--- src/rtl/systolic_seq_ctrl.sv ---
// Start/done sequencing FSM for the 2x2 convolution systolic array: operand feed, pipeline flush, result drain.
// Optional build macro SYSTOLIC_SEQ_AUTO_ACK_EN makes DONE a one-cycle pulse and ignores ack.
//
// state | meaning
// IDLE  | waiting for start, zero operands selected
// FEED  | stepping operand mux 0..FEED_CYCLES-1, PEs accumulate
// FLUSH | one bubble cycle with zero operands so the last products settle
// DRAIN | PEs in pass mode shifting results into the output registers
// DONE  | result held in output registers until acknowledged
module systolic_seq_ctrl #(
    parameter int FEED_CYCLES  = 13,
    parameter int DRAIN_CYCLES = 2
) (
    input  logic       clk,
    input  logic       rst,
    input  logic       start,
    input  logic       abort,
    input  logic       ack,
    output logic [3:0] step,
    output logic       pe_en,
    output logic       pe_mode,
    output logic       mem_en,
    output logic       busy,
    output logic       done
);

    if (FEED_CYCLES < 1 || FEED_CYCLES > 15) begin : g_bad_feed
        $error("systolic_seq_ctrl: FEED_CYCLES=%0d outside 1..15", FEED_CYCLES);
    end
    if (DRAIN_CYCLES < 1 || DRAIN_CYCLES > 15) begin : g_bad_drain
        $error("systolic_seq_ctrl: DRAIN_CYCLES=%0d outside 1..15", DRAIN_CYCLES);
    end

    localparam logic [3:0] FEED_LAST  = 4'(FEED_CYCLES - 1);
    localparam logic [3:0] DRAIN_LAST = 4'(DRAIN_CYCLES - 1);
    localparam logic [3:0] STEP_ZERO  = 4'hF;

    typedef enum logic [2:0] {
        S_IDLE  = 3'd0,
        S_FEED  = 3'd1,
        S_FLUSH = 3'd2,
        S_DRAIN = 3'd3,
        S_DONE  = 3'd4
    } state_t;

    state_t     state, state_nxt;
    logic [3:0] cnt, cnt_nxt;

    always_ff @(posedge clk) begin
        if (rst) begin
            state <= S_IDLE;
            cnt   <= 4'd0;
        end else begin
            state <= state_nxt;
            cnt   <= cnt_nxt;
        end
    end

    always_comb begin
        state_nxt = state;
        cnt_nxt   = cnt;
        case (state)
            S_IDLE: begin
                cnt_nxt = 4'd0;
                if (start) state_nxt = S_FEED;
            end
            S_FEED: begin
                if (cnt == FEED_LAST) begin
                    state_nxt = S_FLUSH;
                    cnt_nxt   = 4'd0;
                end else begin
                    cnt_nxt = cnt + 4'd1;
                end
            end
            S_FLUSH: begin
                state_nxt = S_DRAIN;
                cnt_nxt   = 4'd0;
            end
            S_DRAIN: begin
                if (cnt == DRAIN_LAST) begin
                    state_nxt = S_DONE;
                    cnt_nxt   = 4'd0;
                end else begin
                    cnt_nxt = cnt + 4'd1;
                end
            end
            S_DONE: begin
`ifdef SYSTOLIC_SEQ_AUTO_ACK_EN
                state_nxt = S_IDLE;
`else
                if (ack) state_nxt = S_IDLE;
`endif
            end
            default: begin
                state_nxt = S_IDLE;
                cnt_nxt   = 4'd0;
            end
        endcase
        // abort outranks every other transition, including terminal counts
        if (abort && state != S_IDLE) begin
            state_nxt = S_IDLE;
            cnt_nxt   = 4'd0;
        end
    end

    // Moore decode from the state and count flops only
    always_comb begin
        step    = STEP_ZERO;
        pe_en   = 1'b0;
        pe_mode = 1'b0;
        mem_en  = 1'b0;
        busy    = 1'b0;
        done    = 1'b0;
        case (state)
            S_FEED: begin
                step  = cnt;
                pe_en = 1'b1;
                busy  = 1'b1;
            end
            S_FLUSH: begin
                pe_en = 1'b1;
                busy  = 1'b1;
            end
            S_DRAIN: begin
                pe_en   = 1'b1;
                pe_mode = 1'b1;
                mem_en  = 1'b1;
                busy    = 1'b1;
            end
            S_DONE:  done = 1'b1;
            default: ;
        endcase
    end

endmodule

--- config.mk ---
export PLATFORM = sky130hd
export DESIGN_NAME = systolic_seq_ctrl
export DESIGN_NICKNAME = d
export VERILOG_FILES = /design/src/rtl/systolic_seq_ctrl.sv
export SDC_FILE = /design/constraint.sdc
export NUM_CORES = 1
export LEC_CHECK = 0
export ABC_AREA = 1
export CORE_AREA = 3 3 40 42
export DETAILED_ROUTE_END_ITERATION = 10
export DIE_AREA = 0 0 43 45
export GPL_TIMING_DRIVEN = 0
export PLACE_DENSITY = 0.75
export RECOVER_POWER = 25
export SYNTH_ARGS = -nofsm -noshare
export SYNTH_HDL_FRONTEND = slang
export SYNTH_SLANG_ARGS = --single-unit
--- constraint.sdc ---
create_clock -name clk -period 1.9 [get_ports clk]
set_clock_uncertainty 0.05 [all_clocks]
set_input_delay 0.38 -clock clk [delete_from_list [all_inputs] [get_ports clk]]
set_output_delay 0.38 -clock clk [all_outputs]
set_load 0.005 [all_outputs]
-- Yosys cells after proc, flatten, opt, wreduce, memory -nomap -nowiden
Index checks and enable logic that the tools add are counted.
- register bits: 7
- logic and storage cells: 31
- input bits: 5
- output and inout port bits: 9
- muxes and demuxes: 12
- add/subtract/negate cells: 1
- reduce and logical (&&, ||, !) cells: 6
- equality and inequality tests: 10
- operator list (cell ; count):
    one-hot mux 3 bit (5 select lines) ; 1
    2-to-1 mux 3 bit ; 4
    2-to-1 mux 4 bit ; 3
    one-hot mux 4 bit (3 select lines) ; 1
    != test 2 bit, second input constant ; 4
    equality test 3 x 2 -> 1 bit, second input constant ; 2
    adder 4 x 1 -> 4 bit, second input constant ; 1
    equality test 4 x 1 -> 1 bit, second input constant ; 1
    equality test 4 bit, second input constant ; 1
    AND reduction 4 bit ; 1
    equality test 3 x 1 -> 1 bit, second input constant ; 1
    equality test 3 bit, second input constant ; 1
    zero test 3 bit ; 1
    2-to-1 mux 1 bit ; 3
    nonzero test 3 bit ; 1
    OR reduction 3 bit ; 1
    OR reduction 2 bit ; 1
    logical AND 1 bit ; 1

-- Longest topological paths before layout
Gate-level depths: netlist (run 1).
- depth in word-level cells: 3
- depth in mapped cells: 9
- mapped depth without buffers: 9

-- Worst setup path before layout (run 1)
Ideal clock, no wire load.
- kind: register to output
- from: reg state[2]
- to: out step[0]
- stages on the path, launching flop included: 4
- path buffers: 1
- slack: 0.643 ns
- data required time: 1.470 ns
- arrival: 0.827 ns
- path through: dfxtp_1 -> buf_6 -> nor3_1 -> nand2_1
- longest elaborated chain between the ends: 2
- ends and longest elaborated chain (what ; line ; RTL):
    start, declared ; 46 ; state_t state, state_nxt;
    start signal, assigned ; 54 ; state <= state_nxt;
    equality test 3 x 1 -> 1 bit ; 114 ; case (state)
    2-to-1 mux 4 bit ; 114 ;
    end, declared ; 19 ; output logic [3:0] step,
Every way passes these cells.

-- Final worst setup path (run 1)
- from: reg state[1]
- to: out pe_en
- longest elaborated chain between the ends: 3
- elaborated cells on any way between the ends: 5
- classes of those cells: 3 x eq/ne; 1 x mux; 1 x reduce/logical
- ends and longest elaborated chain (what ; line ; RTL):
    equality test 3 x 2 -> 1 bit or equality test 3 x 1 -> 1 bit (tied branches) ; 114 ;
    OR reduction 3 bit (no source line) (*) ; - ;
    2-to-1 mux 1 bit (*) ; 114 ;
    end, declared ; 20 ; output logic pe_en,
Mark *: on every way between the ends. The rest lies on a longest branch, timed or not.

==> results.ini, run 1 <==
[status]
status=finished, final reports clean

[critical_path]
crit_required_ns=1.47
crit_type=reg2out
start_kind=flop
path_max_fanout=5
worstPathArrival_ns=1.43
endpoint_kind=primary output

[hold_path]
hold_path_class=reg2reg

[clock_tree]
cts_buffers=3
cts_root_buf=clkbuf_4
cts_htree_levels=1
postCtsHoldBufs=0
cts_tree=yes
cts.path.max_buffers=2
clock-sinks=7
clk_pin_slew_ns=0.06
clock_latency_ns=0.27

[yosys]
synth_cells=77
syn_nets=85
yosys.area.top_type=dfxtp_1
yosysTopAreaCellShare_pct=26.4
synth.area.top_cells=dfxtp_1 (26%), nand2_1 (14%), inv_1 (8.5%), ha_1 (7.1%), nand3_1 (5.7%)
synth_area_sq_um=531
synth-seq-cells=7
synth_cell_types=22
ys_warn_count=0
synth_seq_area_share_pct=26.4
synth.avg_cell_area_sq_um=6.89

[placed_design]
dp.cells=105
pre_cts_ws_ns=0.113
place.gp.congestion=0.801
dp_hpwl_microns=829
port_buffers=13

[sta]
slew_violations=0
hold_viol_final=0
fmax_mhz=538
slew_headroom_pct=84.2
tightestPinTransition_ns=0.237
setup_viol_count_final=0
worst_slack_ns=0.0427
period_needed_ns=1.86
fin_crit_sh_pct=97.8
fin_setup_tns_ns=0

[power_and_ir_drop]
powerDensity_mw_per_mm2=1380
peakVddDrop_mv=0.528
p_leak_nw=0.395
finalPower_mw=1.07

[global_route]
grt_max_degree=9
antenna_found_initial=0
track_usage_pct=12.9
grt_pass1_wl_mm=1.85
grt_pass1_vias=432
gr-total-overflow=0

[finish]
regArea_sq_um=148
instances_no_fill=113
mostFrequentLayoutCell=nand2_1
fin_nets=107
antenna_cells=0
most-common-layout-cells=nand2_1 (20), inv_1 (10), buf_4 (7), clkdlybuf4s50_1 (7), nand3_1 (6)
fillerInstances=119
final_util_pct=60.4
drive_gt1_share_pct=29.6
syn_to_final_growth_pct=46.2
multi_input_area_sq_um=340

[detailed_routing]
drt-initial-drc-count=4
drt_wl_total_mm=1.16
ant_nets=0
first_pass_iters=4
drc=0
via_per_inst=4.61
wl_per_cell_microns=10.3
num_vias=521

[die]
die_w_microns=43
io_pins=14
fp-row-count=13
core_area_sq_mm=0.00128
die_area_sq_mm=0.00194
initial_core_util_pct=41.3
die_h_microns=45

[run]
maxCapViolCount=0

==> power by group <==
group          total [mW]  internal [mW]  leakage, nW  switching, mW
clock               0.144         0.0776       0.0177         0.0669
combinational       0.684          0.344        0.319          0.340
sequential          0.245          0.191       0.0584         0.0540
total                1.07          0.613        0.395          0.461
==> kinds of logic (layout without fill, tap and decap cells) <==
group / count (synthesis) / count (layout) / share of synthesized area, %
xor+xnor: 1 / 1 / 1.65
simple gates: 45 / 45 / 42.2
flops: 7 / 7 / 26.4
compound gates: 6 / 6 / 9.20
fa+ha+maj: 3 / 3 / 7.08
buf+inv: 15 / 36 / 13.4
==> cell type report <==
type,count,share of cell area [%]
multi-input cells,55,43.9
repair buffers,17,21.9
flip-flops and latches,7,19.0
inverters,12,5.81
plain buffers,3,3.39
clock buffers,3,2.90
well taps,15,2.42
clock inverters,1,0.645
==> registers in the layout, summed over array words and instances (netlist names) <==
name / cells
state: 3
cnt: 4
==> synth_stat cells, drive strengths merged <==
master  instances
nor3            2
o21ai           1
nand2          25
xor2            1
a21boi          1
dfxtp           7
o21bai          1
nand3           7
o211ai          1
nor2           10
buf             3
ha              3
a21oi           2
nand3b          1
inv            12
==> per-stage QoR <==
step           hold WS (ns)  instance area (sq um)
2_1_floorplan         0.406                    531
3_3_place_gp          0.425                    679
3_5_place_dp          0.429                    679
4_1_cts               0.439                    733
5_1_grt               0.520                    776
6_report              0.463                    776
==> metal layers <==
layer / share of wire [%] / GRT usage, % / vias to the layer above
li1: - / - / 277
met1: 46 / 17.6 / 224
met2: 42 / 18.3 / 15
met3: 6.1 / 2.39 / 5
met4: 5.6 / 9.04 / 0
met5: 0 / 0 / -
==> path summary, 6_finish.rpt <==
check,from,endpoint,slack [ns],cells after the start
worst max-delay path,state[1]$_SDFFE_PP0P_,pe_en,0.04,4
worst min-delay path,cnt[3]$_SDFFE_PP0P_,cnt[3]$_SDFFE_PP0P_,0.46,2
worst max register to register,cnt[0]$_SDFFE_PP0P_,state[1]$_SDFFE_PP0P_,0.39,8
worst min register to register,cnt[3]$_SDFFE_PP0P_,cnt[3]$_SDFFE_PP0P_,0.46,2
==> critical path: stages, from the launching register on <==
cell	delay, ns
dfxtp_4	0.38
nor2_4	0.19
nor2_4	0.05
buf_4	0.12
clkdlybuf4s50_1	0.43
==> what timing repair did <==
item	in CTS	in global routing
setup buffers	0	4
gates resized for setup	9	10
pin swaps	0	4
setup endpoints to repair	8	7
Power figures use the tool's default switching activity.
==> run 2, diff against run 1 <==
--- a/config.mk
+++ b/config.mk
@@ -7,6 +7,7 @@
 export LEC_CHECK = 0
 export ABC_AREA = 1
 export CORE_AREA = 3 3 40 42
+export CTS_BUF_LIST = sky130_fd_sc_hd__clkbuf_2 sky130_fd_sc_hd__clkbuf_4 sky130_fd_sc_hd__clkbuf_8
 export DETAILED_ROUTE_END_ITERATION = 10
 export DIE_AREA = 0 0 43 45
 export GPL_TIMING_DRIVEN = 0
==> results of run 2 <==
No change in the layout: final DEF, timing and power equal those of run 1.
